<file path="src/rtl/rom_dl_sequencer.sv">
// ROM download sequencer: packs data_io bytes into 16-bit words, queues them,
// writes them to SDRAM port 1 over a toggle handshake and sequences core reset.
module rom_dl_sequencer #(
    parameter int          ROM_INDEX  = 0,
    parameter int          FIFO_DEPTH = 4,
    parameter int          RESET_HOLD = 16,
    parameter logic [16:0] PARK_ADDR  = 17'h1ffff
) (
    input  logic        clk_sys,
    input  logic        reset,
    input  logic        ioctl_download,
    input  logic [7:0]  ioctl_index,
    input  logic        ioctl_wr,
    input  logic [24:0] ioctl_addr,
    input  logic [7:0]  ioctl_dout,
    input  logic        user_reset,
    input  logic [16:0] cpu_addr,
    output logic [16:0] sdram_cpu_addr,
    output logic        port1_req,
    input  logic        port1_ack,
    output logic [22:0] port1_a,
    output logic [1:0]  port1_ds,
    output logic [15:0] port1_d,
    output logic        port1_we,
    output logic        busy,
    output logic        rom_loaded,
    output logic        core_reset,
    output logic        overflow,
    output logic [23:0] words_written
);

    localparam int PTR_W  = $clog2(FIFO_DEPTH);
    localparam int HOLD_W = (RESET_HOLD > 0) ? $clog2(RESET_HOLD + 1) : 1;
    localparam int ENT_W  = 41;  // {a[22:0], ds[1:0], d[15:0]}

    localparam logic [0:0] ST_IDLE = 1'b0;
    localparam logic [0:0] ST_WAIT = 1'b1;

    logic unused_addr_msb;
    assign unused_addr_msb = ioctl_addr[24];

    logic              accept;
    logic [22:0]       byte_waddr;
    logic              dl_fall;
    logic              dl_prev_reg;

    logic              pend_valid_reg, pend_valid_next;
    logic [22:0]       pend_addr_reg, pend_addr_next;
    logic [7:0]        pend_data_reg, pend_data_next;
    logic              defer_valid_reg, defer_valid_next;
    logic [ENT_W-1:0]  defer_entry_reg, defer_entry_next;
    logic              push;
    logic [ENT_W-1:0]  push_entry;
    logic [ENT_W-1:0]  pend_entry;
    logic [ENT_W-1:0]  odd_entry;

    assign accept     = ioctl_wr & ioctl_download & (ioctl_index == 8'(ROM_INDEX));
    assign byte_waddr = ioctl_addr[23:1];
    assign dl_fall    = dl_prev_reg & ~ioctl_download;
    assign pend_entry = {pend_addr_reg, 2'b01, 8'h00, pend_data_reg};
    assign odd_entry  = {byte_waddr, 2'b10, ioctl_dout, 8'h00};

    // A deferred odd byte is only ever created while flushing a mismatched
    // pending byte, so pending and deferred are never valid together.
    always_comb begin
        push             = 1'b0;
        push_entry       = defer_entry_reg;
        pend_valid_next  = pend_valid_reg;
        pend_addr_next   = pend_addr_reg;
        pend_data_next   = pend_data_reg;
        defer_valid_next = 1'b0;
        defer_entry_next = defer_entry_reg;
        if (defer_valid_reg) begin
            push = 1'b1;
        end
        if (accept) begin
            if (!ioctl_addr[0]) begin
                if (pend_valid_reg) begin
                    push       = 1'b1;
                    push_entry = pend_entry;
                end
                pend_valid_next = 1'b1;
                pend_addr_next  = byte_waddr;
                pend_data_next  = ioctl_dout;
            end else if (pend_valid_reg && (pend_addr_reg == byte_waddr)) begin
                push            = 1'b1;
                push_entry      = {byte_waddr, 2'b11, ioctl_dout, pend_data_reg};
                pend_valid_next = 1'b0;
            end else if (pend_valid_reg || defer_valid_reg) begin
                if (pend_valid_reg) begin
                    push       = 1'b1;
                    push_entry = pend_entry;
                end
                pend_valid_next  = 1'b0;
                defer_valid_next = 1'b1;
                defer_entry_next = odd_entry;
            end else begin
                push       = 1'b1;
                push_entry = odd_entry;
            end
        end else if (dl_fall && pend_valid_reg) begin
            push            = 1'b1;
            push_entry      = pend_entry;
            pend_valid_next = 1'b0;
        end
    end

    always_ff @(posedge clk_sys or posedge reset) begin
        if (reset) begin
            dl_prev_reg     <= 1'b0;
            pend_valid_reg  <= 1'b0;
            pend_addr_reg   <= '0;
            pend_data_reg   <= '0;
            defer_valid_reg <= 1'b0;
            defer_entry_reg <= '0;
        end else begin
            dl_prev_reg     <= ioctl_download;
            pend_valid_reg  <= pend_valid_next;
            pend_addr_reg   <= pend_addr_next;
            pend_data_reg   <= pend_data_next;
            defer_valid_reg <= defer_valid_next;
            defer_entry_reg <= defer_entry_next;
        end
    end

    // Word FIFO; storage is left unreset so it maps onto plain RAM.
    logic [ENT_W-1:0] fifo_mem [FIFO_DEPTH];
    logic [PTR_W-1:0] wr_ptr_reg, rd_ptr_reg;
    logic [PTR_W:0]   count_reg;
    logic             fifo_empty, fifo_full, pop, push_ok;
    logic [ENT_W-1:0] head_entry;
    logic [0:0]       state_reg;

    assign fifo_empty = (count_reg == '0);
    assign fifo_full  = (count_reg == (PTR_W + 1)'(FIFO_DEPTH));
    assign pop        = (state_reg == ST_IDLE) & ~fifo_empty;
    assign push_ok    = push & (~fifo_full | pop);
    assign head_entry = fifo_mem[rd_ptr_reg];

    always_ff @(posedge clk_sys) begin
        if (push_ok) begin
            fifo_mem[wr_ptr_reg] <= push_entry;
        end
    end

    always_ff @(posedge clk_sys or posedge reset) begin
        if (reset) begin
            wr_ptr_reg <= '0;
            rd_ptr_reg <= '0;
            count_reg  <= '0;
            overflow   <= 1'b0;
        end else begin
            if (push_ok) wr_ptr_reg <= wr_ptr_reg + PTR_W'(1);
            if (pop)     rd_ptr_reg <= rd_ptr_reg + PTR_W'(1);
            if (push_ok && !pop)      count_reg <= count_reg + (PTR_W + 1)'(1);
            else if (!push_ok && pop) count_reg <= count_reg - (PTR_W + 1)'(1);
            if (push && !push_ok)     overflow  <= 1'b1;
        end
    end

    always_ff @(posedge clk_sys or posedge reset) begin
        if (reset) begin
            state_reg     <= ST_IDLE;
            port1_req     <= 1'b0;
            port1_a       <= '0;
            port1_ds      <= '0;
            port1_d       <= '0;
            words_written <= '0;
        end else begin
            case (state_reg)
                ST_IDLE: begin
                    if (pop) begin
                        {port1_a, port1_ds, port1_d} <= head_entry;
                        port1_req <= ~port1_req;
                        state_reg <= ST_WAIT;
                    end
                end
                default: begin
                    if (port1_ack == port1_req) begin
                        words_written <= words_written + 24'd1;
                        state_reg     <= ST_IDLE;
                    end
                end
            endcase
        end
    end

    assign port1_we       = 1'b1;
    assign busy           = ioctl_download | ~fifo_empty | (state_reg != ST_IDLE)
                          | pend_valid_reg | defer_valid_reg;
    assign sdram_cpu_addr = busy ? PARK_ADDR : cpu_addr;

    // Load sequencing: core_reset is computed from next-state values so it
    // releases exactly RESET_HOLD+1 cycles after busy falls.
    logic              busy_prev_reg, busy_fall, any_byte_reg, rom_loaded_next;
    logic [HOLD_W-1:0] hold_reg, hold_next;

    assign busy_fall       = busy_prev_reg & ~busy;
    assign rom_loaded_next = rom_loaded | (busy_fall & any_byte_reg);

    always_comb begin
        hold_next = hold_reg;
        if (busy_fall)            hold_next = HOLD_W'(RESET_HOLD);
        else if (hold_reg != '0)  hold_next = hold_reg - HOLD_W'(1);
    end

    always_ff @(posedge clk_sys or posedge reset) begin
        if (reset) begin
            busy_prev_reg <= 1'b0;
            any_byte_reg  <= 1'b0;
            rom_loaded    <= 1'b0;
            hold_reg      <= '0;
            core_reset    <= 1'b1;
        end else begin
            busy_prev_reg <= busy;
            if (accept)         any_byte_reg <= 1'b1;
            else if (busy_fall) any_byte_reg <= 1'b0;
            rom_loaded    <= rom_loaded_next;
            hold_reg      <= hold_next;
            core_reset    <= user_reset | ~rom_loaded_next | busy | (hold_next != '0);
        end
    end

endmodule

</file>
<file path="config.mk">
export PLATFORM = sky130hd
export DESIGN_NAME = rom_dl_sequencer
export DESIGN_NICKNAME = d
export VERILOG_FILES = /design/src/rtl/rom_dl_sequencer.sv
export SDC_FILE = /design/constraint.sdc
export NUM_CORES = 1
export LEC_CHECK = 0
export BUFFER_PORTS_ARGS = -buffer_cell sky130_fd_sc_hd__buf_4
export CAP_MARGIN = 20
export CORE_MARGIN = 4
export CORE_UTILIZATION = 55
export CTS_BUF_LIST = sky130_fd_sc_hd__clkbuf_4
export CTS_CLUSTER_SIZE = 16
export DETAILED_ROUTE_END_ITERATION = 10
export PLACE_DENSITY = 0.76
export SLEW_MARGIN = 0
export SYNTH_ARGS = -nofsm -noshare
export SYNTH_HDL_FRONTEND = slang
export SYNTH_SLANG_ARGS = --single-unit
</file>
<file path="constraint.sdc">
create_clock -name clk_sys -period 7.45 [get_ports clk_sys]
set_input_delay 1.49 -clock clk_sys [delete_from_list [all_inputs] [get_ports clk_sys]]
set_output_delay 1.49 -clock clk_sys [all_outputs]
set_load 0.02 [all_outputs]
</file>
==> results of run 1 <==
==> routing by layer <==
layer	vias to the layer above	track usage (%)	share of wire, %	routed length (um)
met5	-	0	0	0
li1	3794	-	-	-
met1	4198	28.77	42	11800
met3	51	4.492	6.0	1694
met4	0	6.787	2.0	561
met2	269	35.32	50	14310
==> kinds of logic after synthesis <==
group | synth area share [%]
mux | 16.74
compound gates | 6.273
xor+xnor | 3.729
simple gates | 6.347
other cells | 0.02753
fa+ha+maj | 0.7898
flops | 63.71
buf+inv | 2.379
==> path summary, 6_finish.rpt <==
| kind | startpoint | end |
|---|---|---|
| min in group asynchronous | reset | port1_a[19] |
| min reg2reg | overflow | overflow |
| min | overflow | overflow |
| max reg2reg | pend_valid_reg | fifo_mem[3][0] |
| max in group asynchronous | reset | pend_addr_reg[2] |
| max | defer_valid_reg | sdram_cpu_addr[16] |
==> power breakdown <==
part / total, mW / switching [mW] / internal, mW / leakage (nW)
Sequential: 2.14 / 0.154 / 1.98 / 3.67
Clock: 1.49 / 0.657 / 0.831 / 0.635
Combinational: 1.12 / 0.552 / 0.564 / 2.51
Total: 4.74 / 1.36 / 3.38 / 6.81
==> cell usage in the layout, fill, tap and decap left out, types with 5 or more instances in the layout <==
| master | instances |
|---|---|
| a21oi_1 | 35 |
| a221o_1 | 10 |
| a22o_1 | 21 |
| and2_1 | 5 |
| buf_4 | 161 |
| clkbuf_4 | 125 |
| clkinv_1 | 18 |
| dfrtp_1 | 148 |
| edfxtp_1 | 164 |
| ha_1 | 7 |
| inv_1 | 26 |
| mux2_2 | 97 |
| mux2_4 | 9 |
| mux2i_1 | 13 |
| mux4_2 | 41 |
| nand2_1 | 27 |
| nand2b_1 | 31 |
| nand3_1 | 8 |
| nand3b_1 | 11 |
| nand4_1 | 15 |
| nor2_1 | 17 |
| nor2b_1 | 8 |
| nor3_1 | 8 |
| o221ai_1 | 13 |
| o22ai_1 | 13 |
| o2bb2ai_1 | 10 |
| xnor2_1 | 50 |
| xor2_1 | 8 |
==> worst max-delay path, delay by kind of cell, from the launching register on <==
kind / cells / cell delay [ps]
simple gates: 3 / 1000
buf+inv: 2 / 390
flops: 1 / 540
==> per-stage QoR <==
step                      worst slack (ps)  power, mW  area, um2
final                                 3340      4.742      16190
after global routing                  3191      5.023      16190
after CTS                             2791      4.817      16160
after detailed placement              2978      3.316      15080
after global placement                3036      3.286      15040
after floorplan                       1925      2.905      13620
==> final cells by class <==
| cell class | instances | area share, % |
|---|---|---|
| Inverter | 28 | 0.6801 |
| Antenna cell | 1 | 0.01546 |
| Tap cell | 324 | 2.504 |
| Multi-Input combinational cell | 493 | 28.66 |
| Clock buffer | 125 | 5.796 |
| Clock inverter | 21 | 0.8192 |
| Timing Repair Buffer | 165 | 7.906 |
| Sequential cell | 314 | 53.62 |
==> results by stage, run 1 <==
STA:
- The clock period minus worst slack is 4110 ps.
- In this run the tightest slew margin relative to its limit is 31.27%.
- The share of the clock period used by the worst path is 55.17%.
- Setup violations remaining at the end of the flow were counted as 0.
- Between clock sinks in the finished design, the worst skew comes to 29.08 ps.
- The highest clock rate is 0.2433 GHz.
- Hold timing on the final database bottoms out at a slack of 477.1 ps.
- The final count of pins violating max slew is 0.
- Setup repair after global routing left no endpoint under its margin.
- The slew at the pin with the worst max-slew slack is 1031 ps.
- In the final timing run, aggregate negative setup slack is 0 ps.
- The final hold violation count is 0.

Synthesis:
- The cell area that synthesis handed to floorplanning was 0.01362 mm2.
- The proportion of synthesized chip area in sequential cells is 63.71%.
- After synthesis, the cell types taking the most area are edfxtp_1, dfrtp_1, mux2_2, mux4_2, xnor2_1.
- The mean area per synthesized cell is 15.46 um2.
- After synthesis, the most frequently instantiated cells are edfxtp_1, dfrtp_1, mux2_2.
- After synthesis, the largest area contributor takes up 36.15% of total cell area.
- The top cell type by total area after synthesis is edfxtp_1.
- The number of distinct library cell variants in the gate-level netlist after synthesis is 50.
- The main flop type after synthesis is edfxtp_1.
- The flip-flop and latch count after synthesis is 314.
- Counting flops with a built-in enable in the synthesized netlist gives 164.
- The total number of yosys warnings is 0.
- The proportion of synthesized flip-flops having asynchronous set or reset is 47.77%.
- The number of nets in the synthesized netlist is 953.
- The synthesized netlist cell count is 881.
- The most common cell in the synthesized netlist is edfxtp_1.

Routing:
- In the final routed layout, each cell accounts on average for 19.29 um.
- The number of remaining DRC errors is 0.
- The first detailed-routing pass took 5 iterations.
- The via density per instance is 5.651.
- The aggregate routed wire length is 28.37 mm.
- Once detail routing completed, the nets flagged for antenna violations numbered 0.
- The total via count in the routed design is 8312.
- The count of routing violations after the opening detailed-route iteration is 574.

Floorplan:
- The die outline area is 0.02735 mm2.
- For this configuration, the core starts out at a cell density of 56.02%.
- The die is 165.4 um wide.
- 152 I/O pins were placed.
- The core outline area is 0.02432 mm2.
- The row count is 57.
- The height of the chip is 165.4 um.

Min path:
- Counting instances, the worst hold path has a depth of 1.
- The path class of the lowest-slack min-delay path is register to register.

Final layout:
- Of the cells placed in the final design, the portion with a size suffix greater than 1 is 40.23%.
- For this run, the share of the core covered by cells in the final layout is 66.57%.
- The multi-input gate area in the final layout is 0.004639 mm2.
- The area growth from synthesis to layout is 18.84%.
- The count of nets after finishing is 1153.
- The non-filler instance count after layout is 1471.
- The register with the most flip-flops in the layout has 164 of them.
- Summing all flip-flop and latch instances after layout gives 0.008681 mm2.
- The fill cell instance count of the final layout is 1779.

CTS:
- The CTS buffer count is 79.
- The number of buffers added for setup after CTS is 0.
- TritonCTS built the clock tree.
- After clock tree synthesis, the clock-pin slew on the worst setup and hold paths is 70 ps.
- The number of buffers added to fix hold violations after cts is 0.
- The maximum count of clock buffers along a single path is 3.
- CTS placed an instance of clkbuf_4 at the clock tree root.
- Clock latency on the worst-skew pair, taken at its later pin, is 680 ps.
- The H-tree was split into 3 levels.
- For this design, the sink count on the clock tree is 314.
- The number of gates resized after CTS was 0.

Placed design:
- The number of placed instances with taps included is 1322.
- The count of input and output buffers is 149.
- Summed over all nets, the half-perimeter wirelength after detailed placement is 18.17 mm.
- The placer's final routability congestion estimate is 0.7848.

Critical path:
- The slack of the worst reg-to-reg path is 4360 ps.
- Along the worst path, the maximum fanout reaches 18.
- The setup path with the least slack is of type register to output port.
- The signal on the critical path passes through or2_2 -> nor3_2 -> buf_6 -> nand2b_1 -> buf_4.
- The slowest cell on the critical path is dfrtp_1.
- The largest single stage delay on the critical path is 540 ps.
- STA classifies the critical path endpoint as an output port.
- At the worst endpoint, the arrival time is 2620 ps.
- For the worst setup path, the data required time is 5960 ps.
- The nature of the critical path startpoint is a register.
- Measured in cells, the most critical reg-to-reg path has a length of 8.

GRT:
- The global-route congestion overflow total is 0.
- The maximum number of pins on one net before global-route repair is 78.
- The first global-routing pass estimated 45.37 mm of wire.
- The number of global-route vias before repair is 8480.
- The total global routing track utilization is 21.38%.
- The number of antenna violations at the first check in global routing is 1.

Power and ir drop:
- The analysis attributes to cell leakage a power of 6.814 nW.
- For this design the ratio of total power to cell area is 292.9 mW/mm2.
- Across the VDD grid, the largest voltage drop is 175.2 uV.

Run status:
- The flow ran to the end, and the final reports show no timing, DRC or antenna violations.

Job:
- The max-cap violation count is 0.
No activity file was read; power rests on OpenSTA's default activity.
==> run 2: changes to the inputs <==
Settings changed: ABC_AREA set to 1, PLACE_DENSITY 0.76 to 0.75.
Clock period 7.45 ns to 4.3 ns, I/O delays scaled along.
==> run 2 against run 1 <==
Net effect:
- non-clock buffer count did not move
- setup slack worse by 2600 ps
- design area rose by 5.3%
- wire length up 15%
- clock skew is 15 ps higher
- critical path depth did not move
- sequential power rose by 76%
- register-to-register slack got worse by 3000 ps
- core utilization is 0.95 points lower
- final cell count up 43%
- hold slack worse by 280 ps
- combinational power increased by 140%
- critical path type unchanged
- critical endpoint is now sdram_cpu_addr[14]
- largest power group unchanged
==> results by stage, run 2 <==
Critical path:
- The highest fanout seen on the critical path came to 22 (+4).
- The required time of the worst setup path is 3440 ps (-2520 ps).
- The critical path data arrival time came to 2740 ps (+120 ps).
- The category of the worst setup path capture point is an output port.
- The worst setup path is launched from a register.
- The worst setup path is of the register to output port kind.

Final layout:
- In the layout the commonest cells are nand2_1, nor2_1, edfxtp_1, buf_4, o21ai_0.
- The most frequent standard cell in the layout excluding fill and tap cells is nand2_1.
- The final design utilization is 65.62% (-0.95 points).
- Relative to the synthesized area, the layout overhead comes to 17.60%.
- The fraction of final layout cells with drive strength greater than 1 is 26.43% (-14 points).
- The fill cell instance count of the final layout is 2048 (+15%).
- The count of nets after finishing is 1772 (+54%).
- The flip-flop count of the largest register, all copies and words added is 164 (unchanged).

Synthesis:
- The count of flip-flops with a built-in enable after synthesis is 164 (unchanged).
- The net count of the mapped netlist was 1597 (+68%).
- Ranked by instance count, the synthesized netlist is headed by nand2_1, nor2_1, edfxtp_1.
- The synthesized netlist cell count is 1525 (+73%).
- The total number of yosys warnings came to 0 (unchanged).
- The area share of the largest cell type after synthesis is 33.97% (-2.2 points).
- In the post-synthesis netlist, the biggest area contributors are edfxtp_1, dfrtp_1, nand2_1, nor2_1, o21ai_0.
- The flip-flop and latch count after synthesis is 314 (unchanged).
- The most common cell in the synthesized netlist is nand2_1.
- The post-synthesis instance area is 0.01450 mm2 (+6.4%).
- The mean area per synthesized cell is 9.507 um2 (-39%).
- The number of distinct library cell variants in the gate-level netlist after synthesis is 43 (-14%).
- The proportion of synthesized flip-flops having asynchronous set or reset came to 47.77% (unchanged).
- The proportion of synthesized chip area in sequential cells is 59.86% (-3.8 points).
- The most used flip-flop cell after synthesis is edfxtp_1.
- The biggest area contributor in the post-synthesis netlist is edfxtp_1.

CTS:
- TritonCTS built the clock tree.
- The number of gates resized after cts is 0 (unchanged).
- CTS placed an instance of clkbuf_4 at the clock tree root.
- The CTS buffer count came to 82 (+3.8%).
- The maximum count of clock buffers along a single path is 3 (unchanged).
- The number of buffers added to fix hold violations after cts came to 0 (unchanged).
- The clock input transition at the sequential cells of the worst setup and hold paths is 60 ps (about the same).
- The TritonCTS sink count is 314 (unchanged).
- The clock latency at the later pin of the worst-skew pair is 700 ps (+20 ps).
- The number of buffers added for setup after CTS is 0 (unchanged).
- The count of H-tree levels built during CTS is 3 (unchanged).

Power and ir drop:
- The overall power is 9.264 mW (+95%).
- The worst vdd rail ir drop is 397.1 uV (+130%).
- The cell area power density is 543.3 mW/mm2 (+85%).
- The static leakage is 7.145 nW (+4.8%).

STA:
- The number of endpoints failing setup at the final stage is 0 (unchanged).
- The clock period minus worst slack is 3600 ps.
- The slew at the pin with the worst max-slew slack is 1002 ps (-29.16 ps).
- Setup repair after global routing left no endpoint under its margin.
- The setup TNS is 0 ps (unchanged).
- The highest clock rate is 0.2778 GHz.
- The hold slack is 195.8 ps (-281.3 ps).
- The smallest setup slack after layout is 700.3 ps (-2639 ps).
- The remaining max-slew budget at the tightest pin is 33.22% (+1.9 points).
- The maximum clock skew at final layout is 43.77 ps (+14.69 ps).
- The final hold violation count was 0 (unchanged).
- The share of the clock period used by the worst path is 83.71%.
- The final count of pins violating max slew is 0 (unchanged).

Job:
- The max-cap violation count is 0 (unchanged).

GRT:
- The global-route congestion overflow total is 0 (unchanged).
- The number of antenna violations at the first check in global routing is 1 (unchanged).
- The total global routing track utilization is 22.37% (+0.98 points).
- The wire length of the first global-routing pass was 52.39 mm (+15%).
- The number of global-route vias before repair is 10.66k (+26%).
- The maximum number of pins on one net before global-route repair was 101 (+29%).

Floorplan:
- The top-level I/O count was 152 (unchanged).
- The height of the chip is 170.4 um (+3.0%).
- The core outline area is 0.02598 mm2 (+6.8%).
- The effective utilization at floorplan is 55.80% (-0.22 points).
- The die outline area is 0.02902 mm2 (+6.1%).
- The row count was 59 (+3.5%).
- The die outline width is 170.4 um (+3.0%).

Routing:
- The aggregate routed wire length is 32.58 mm (+15%).
- The total via count in the routed design is 11.07k (+33%).
- The average wire per standard cell was 15.49 um (-20%).
- The via density per instance is 5.263 (-6.9%).
- The number of remaining DRC errors is 0 (unchanged).
- The count of routing violations after the opening detailed-route iteration is 743 (+29%).
- The post-route antenna net violation count was 0 (unchanged).
- The number of detailed-routing iterations run before antenna repair is 6 (+1).

Placed design:
- The post-detailed-placement half-perimeter wirelength was 20.09 mm (+11%).
- The placer's final routability congestion estimate came to 0.8098 (+3.2%).
- The worst setup timing slack at the placement stage is 1088 ps (-1890 ps).
- The count of input and output buffers came to 149 (unchanged).

Run status:
- The run finished with clean final reports.

Min path:
- The path class of the lowest-slack min-delay path is input port to asynchronous set/reset pin.
[run 2: changes by cell type after synthesis, sizes merged, moves of 97 or more]
cell	delta
mux2	-97
nor2	+248
nand2	+292
o21ai	+191
inv	+135
[run 2: final cells by class]
type	count	area [um2]	share of cell area [%]
diodes	1	2.502	0.01468
inverters	163	615.6	3.610
clock buffers	125	938.4	5.504
multi-input cells	974	4873	28.58
well taps	335	419.2	2.458
clock inverters	26	244.0	1.431
repair buffers	165	1276	7.485
flip-flops and latches	314	8681	50.91
[run 2: cell families after synthesis]
logic type               Yosys count  synth area share (%)
AND/OR/NAND/NOR                  664                 19.20
flip-flops                       314                 59.86
AO/OA/AOI/OAI                    261                 10.74
buffers and inverters            237                 6.783
XOR/XNOR                          31                 1.873
multiplexers                       9                0.7766
adder cells (fa/ha/maj)            8                0.7421
other                              1               0.02586
[run 2: critical path, cell delays in order (launching register included)]
cell	delay, ps
dfrtp_1	440
nor3_1	790
nand3_1	150
buf_4	250
or2_2	290
buf_4	160
[run 2: per-stage QoR]
| step | area [um2] | std cells |
|---|---|---|
| final | 17050 | 2103 |
| after global routing | 17050 | 2103 |
| after CTS | 17050 | 2102 |
| after detailed placement | 15870 | 1951 |
| after global placement | 15870 | 1951 |
| after floorplan | 14500 | 1525 |
[run 2: path summary, 6_finish.rpt]
path / slack [ps] / cells after the start / endpoint / startpoint
max in group asynchronous: 3150 / 3 / defer_entry_reg[10] / reset
hold reg to reg: 460 / 2 / defer_entry_reg[17] / defer_entry_reg[17]
hold / removal: 200 / 2 / port1_a[19] / reset
setup / recovery: 700 / 5 / sdram_cpu_addr[14] / count_reg[0]
setup reg to reg: 1360 / 13 / count_reg[2] / defer_valid_reg
min in group clk_sys: 340 / 1 / dl_prev_reg / ioctl_download
[run 2: report_power, final]
| part | total [mW] | internal (mW) | switching [mW] | leakage [nW] |
|---|---|---|---|---|
| Clock | 2.85 | 1.63 | 1.21 | 0.694 |
| Sequential | 3.77 | 3.52 | 0.258 | 3.16 |
| Combinational | 2.64 | 0.947 | 1.69 | 3.29 |
[run 2: per-layer routing]
metal | vias to the layer above | track usage, % | wire, um
met1 | 5190 | 29.96 | 13840
li1 | 5417 | - | -
met5 | - | 0 | 0
met4 | 0 | 6.979 | 587
met3 | 56 | 4.971 | 2722
met2 | 406 | 36.81 | 15440
==> run 3: changes to the inputs <==
Clock period 4.3 ns to 3.5 ns, I/O delays scaled along.
==> run 3 against run 2 <==
Net effect:
- global-route usage grew 0.26 points
- non-clock buffer count grew 4
- clock skew shrank 5.5 ps
- via count grew 0.27%
- combinational power grew 25%
- design area shrank 0.39%
- critical endpoint is now sdram_cpu_addr[10]
- largest power group unchanged
==> results by stage, run 3 (same netlist as run 2, synthesis figures left out) <==
Routing:
- The post-route antenna net violation count is 0 (unchanged).
- The via density per instance was 5.288 (+0.46%).
- The aggregate routed wire length is 32.74 mm (+0.50%).
- The number of detailed-routing iterations run before antenna repair is 5 (-1).
- The average wire per standard cell was 15.60 um (+0.69%).
- The total via count in the routed design is 11.10k (+0.27%).
- The count of routing violations after the opening detailed-route iteration is 837 (+13%).
- The number of remaining DRC errors came to 0 (unchanged).

Critical path:
- Traced cell by cell, the critical path runs through nor3_1 -> buf_4 -> nand3_1 -> buf_4 -> or2_2 -> buf_4.
- Tracing the worst setup path back leads to its startpoint at count_reg[0].
- The critical path data arrival time is 2220 ps (-520 ps).
- The nature of the critical path startpoint is a register.
- The worst register-to-register path ends at count_reg[2].
- The slack of the worst reg-to-reg path is 1010 ps (-350 ps).
- The required time of the worst setup path came to 2800 ps (-640 ps).
- The worst setup path is captured at an output port.
- The delay contributed by the slowest stage of the critical path is 440 ps (-350 ps).
- The launch instance of the worst register-to-register path is pend_valid_reg.
- The number of cells traversed by the worst register-to-register path came to 12 (-1).
- The slowest cell on the critical path is dfrtp_1.
- The highest fanout seen on the critical path is 22 (unchanged).
- Counting stages on the worst path, the most repeated cell is buf_4.
- The worst setup path is of the register to output port kind.

Final layout:
- The antenna diode instance count is 0 (-1).
- The most frequent standard cell in the layout excluding fill and tap cells is nand2_1.
- The area added between synthesis and finish is 17.14%.
- The count of nets after finishing is 1775 (+0.17%).
- In the layout the commonest cells are nand2_1, nor2_1, edfxtp_1, buf_4, o21ai_0.
- The flip-flop count of the largest register, all copies and words added is 164 (unchanged).
- The fraction of final layout cells with drive strength greater than 1 came to 26.08% (-0.35 points).
- The post-layout instance area is 0.01698 mm2 (-0.39%).

STA:
- The final hold violation count is 0 (unchanged).
- The setup TNS is 0 ps (unchanged).
- The highest clock rate is 0.3422 GHz.
- The final count of pins violating max slew is 0 (unchanged).
- Setup repair after global routing left no endpoint under its margin.
- The remaining max-slew budget at the tightest pin is 39.54% (+6.3 points).
- The slew at the pin with the worst max-slew slack is 906.8 ps (-94.92 ps).
- After layout, the minimum clock period comes to 2922 ps.
- The maximum clock skew at final layout is 38.29 ps (-5.480 ps).
- The worst path uses 83.48% of the clock period.
- The number of endpoints failing setup at the final stage is 0 (unchanged).
- The hold slack is 188.1 ps (-7.670 ps).
- The smallest setup slack after layout is 578.1 ps (-122.3 ps).

Job:
- The max-cap violation count is 0 (unchanged).

Power and ir drop:
- The cell area power density is 647.9 mW/mm2 (+19%).
- The combinational group share of total power is 29.9% (+1.4 points).
- The part of the total power dissipated in sequential elements came to 42.1% (+1.4 points).
- The fraction of power spent switching nets is 34.91% (+0.75 points).
- The switching power was 3.842 mW (+21%).
- The cell-internal power is 7.162 mW (+17%).
- The worst vdd rail ir drop is 657.7 uV (+66%).
- The static leakage came to 7.112 nW (-0.46%).
- The clock power share came to 28.0% (-2.8 points).
- The overall power was 11.00 mW (+19%).

CTS:
- The clock input transition at the sequential cells of the worst setup and hold paths is 70 ps (about the same).
- Clock tree synthesis selected as its root buffer the cell clkbuf_4.
- The count of H-tree levels built during CTS was 3 (unchanged).
- The number of gates resized after cts is 0 (unchanged).
- The CTS buffer count is 81 (-1.2%).
- The maximum count of clock buffers along a single path was 3 (unchanged).
- The number of buffers added for setup after CTS is 0 (unchanged).
- The clock latency at the later pin of the worst-skew pair is 670 ps (-30 ps).
- The number of buffers added to fix hold violations after cts is 0 (unchanged).
- The TritonCTS sink count came to 314 (unchanged).
- The TritonCTS clock tree is built.

Floorplan:
- The core outline area is 0.02598 mm2 (unchanged).
- The die outline area is 0.02902 mm2 (unchanged).
- The top-level I/O count is 152 (unchanged).
- The height of the chip was 170.4 um (unchanged).
- The die outline width is 170.4 um (unchanged).
- The row count is 59 (unchanged).
- The effective utilization at floorplan is 55.80% (unchanged).

GRT:
- The total global routing track utilization is 22.62% (+0.26 points).
- The met3 usage in global routing is 4.367% (-0.60 points).
- The number of antenna violations at the first check in global routing came to 0 (-1).
- The wire length of the first global-routing pass is 53.02 mm (+1.2%).
- The maximum number of pins on one net before global-route repair is 85 (-16%).
- The most utilized layer in the global route result is met2.
- The global-route congestion overflow total is 0 (unchanged).
- The number of global-route vias before repair came to 10.77k (+1.0%).
- The met1 usage is 30.59% (+0.63 points).
- The met2 capacity usage during global routing is 37.47% (+0.65 points).

Placed design:
- The post-detailed-placement cell area was 0.01596 mm2 (+0.58%).
- The count of input and output buffers is 149 (unchanged).
- The placer's final routability congestion estimate is 0.7857 (-3.0%).
- The worst setup timing slack at the placement stage is 449.1 ps (-639.2 ps).
- The post-detailed-placement half-perimeter wirelength is 20.40 mm (+1.6%).

Run status:
- The flow ran to the end, and the final reports show no timing, DRC or antenna violations.

Min path:
- The worst hold path belongs to the class input port to asynchronous set/reset pin.
==> run 3: cell types whose count changed in the layout (fill, tap and decap cells not counted), moves of 3 or more <==
cell	before	now
buf_12	3	8
bufinv_16	5	1
clkbuf_4	125	121
clkinv_1	13	16
==> run 3: worst max-delay path by stage <==
stage | end | cells after the start
after floorplan | fifo_mem[0][0] | 9
after global placement | count_reg[2] | 16
after detailed placement | count_reg[2] | 16
after CTS | sdram_cpu_addr[10] | 6
after global routing | sdram_cpu_addr[8] | 6
final | sdram_cpu_addr[10] | 6
==> run 3: power groups by stage <==
stage	clock network, mW	logic [mW]	registers [mW]
floorplan	0	1.88	4.95
global placement	0	3.20	4.69
global route	3.37	3.68	4.68
detailed placement	0	3.30	4.71
CTS	3.17	3.31	4.64
finish	3.08	3.29	4.63
==> run 3: layer usage <==
layer | share of wire, % | wire length [um] | vias up
li1 | - | - | 5424
met1 | 42 | 13880 | 5186
met2 | 47 | 15550 | 437
met3 | 8.6 | 2800 | 52
met4 | 1.6 | 518 | 0
met5 | 0 | 0 | -
==> run 3: critical path, delay by kind of cell (launching register included) <==
kind | cells | cell delay (ps)
flops | 1 | 440
simple gates | 3 | 570
buf+inv | 3 | 550
==> run 3: cell type report <==
cell class,instances,area (um2)
fillers,2041,9001
flip-flops and latches,314,8681
multi-input cells,974,4873
repair buffers,169,1369
clock buffers,121,908.4
inverters,163,615.6
well taps,335,419.2
clock inverters,23,117.6
==> run 3: through the flow <==
step | std cells | utilization (%)
2_1_floorplan | 1525 | -
3_3_place_gp | 1955 | 61.41
3_5_place_dp | 1955 | 61.41
4_1_cts | 2099 | 65.36
5_1_grt | 2099 | 65.36
6_report | 2099 | 65.36
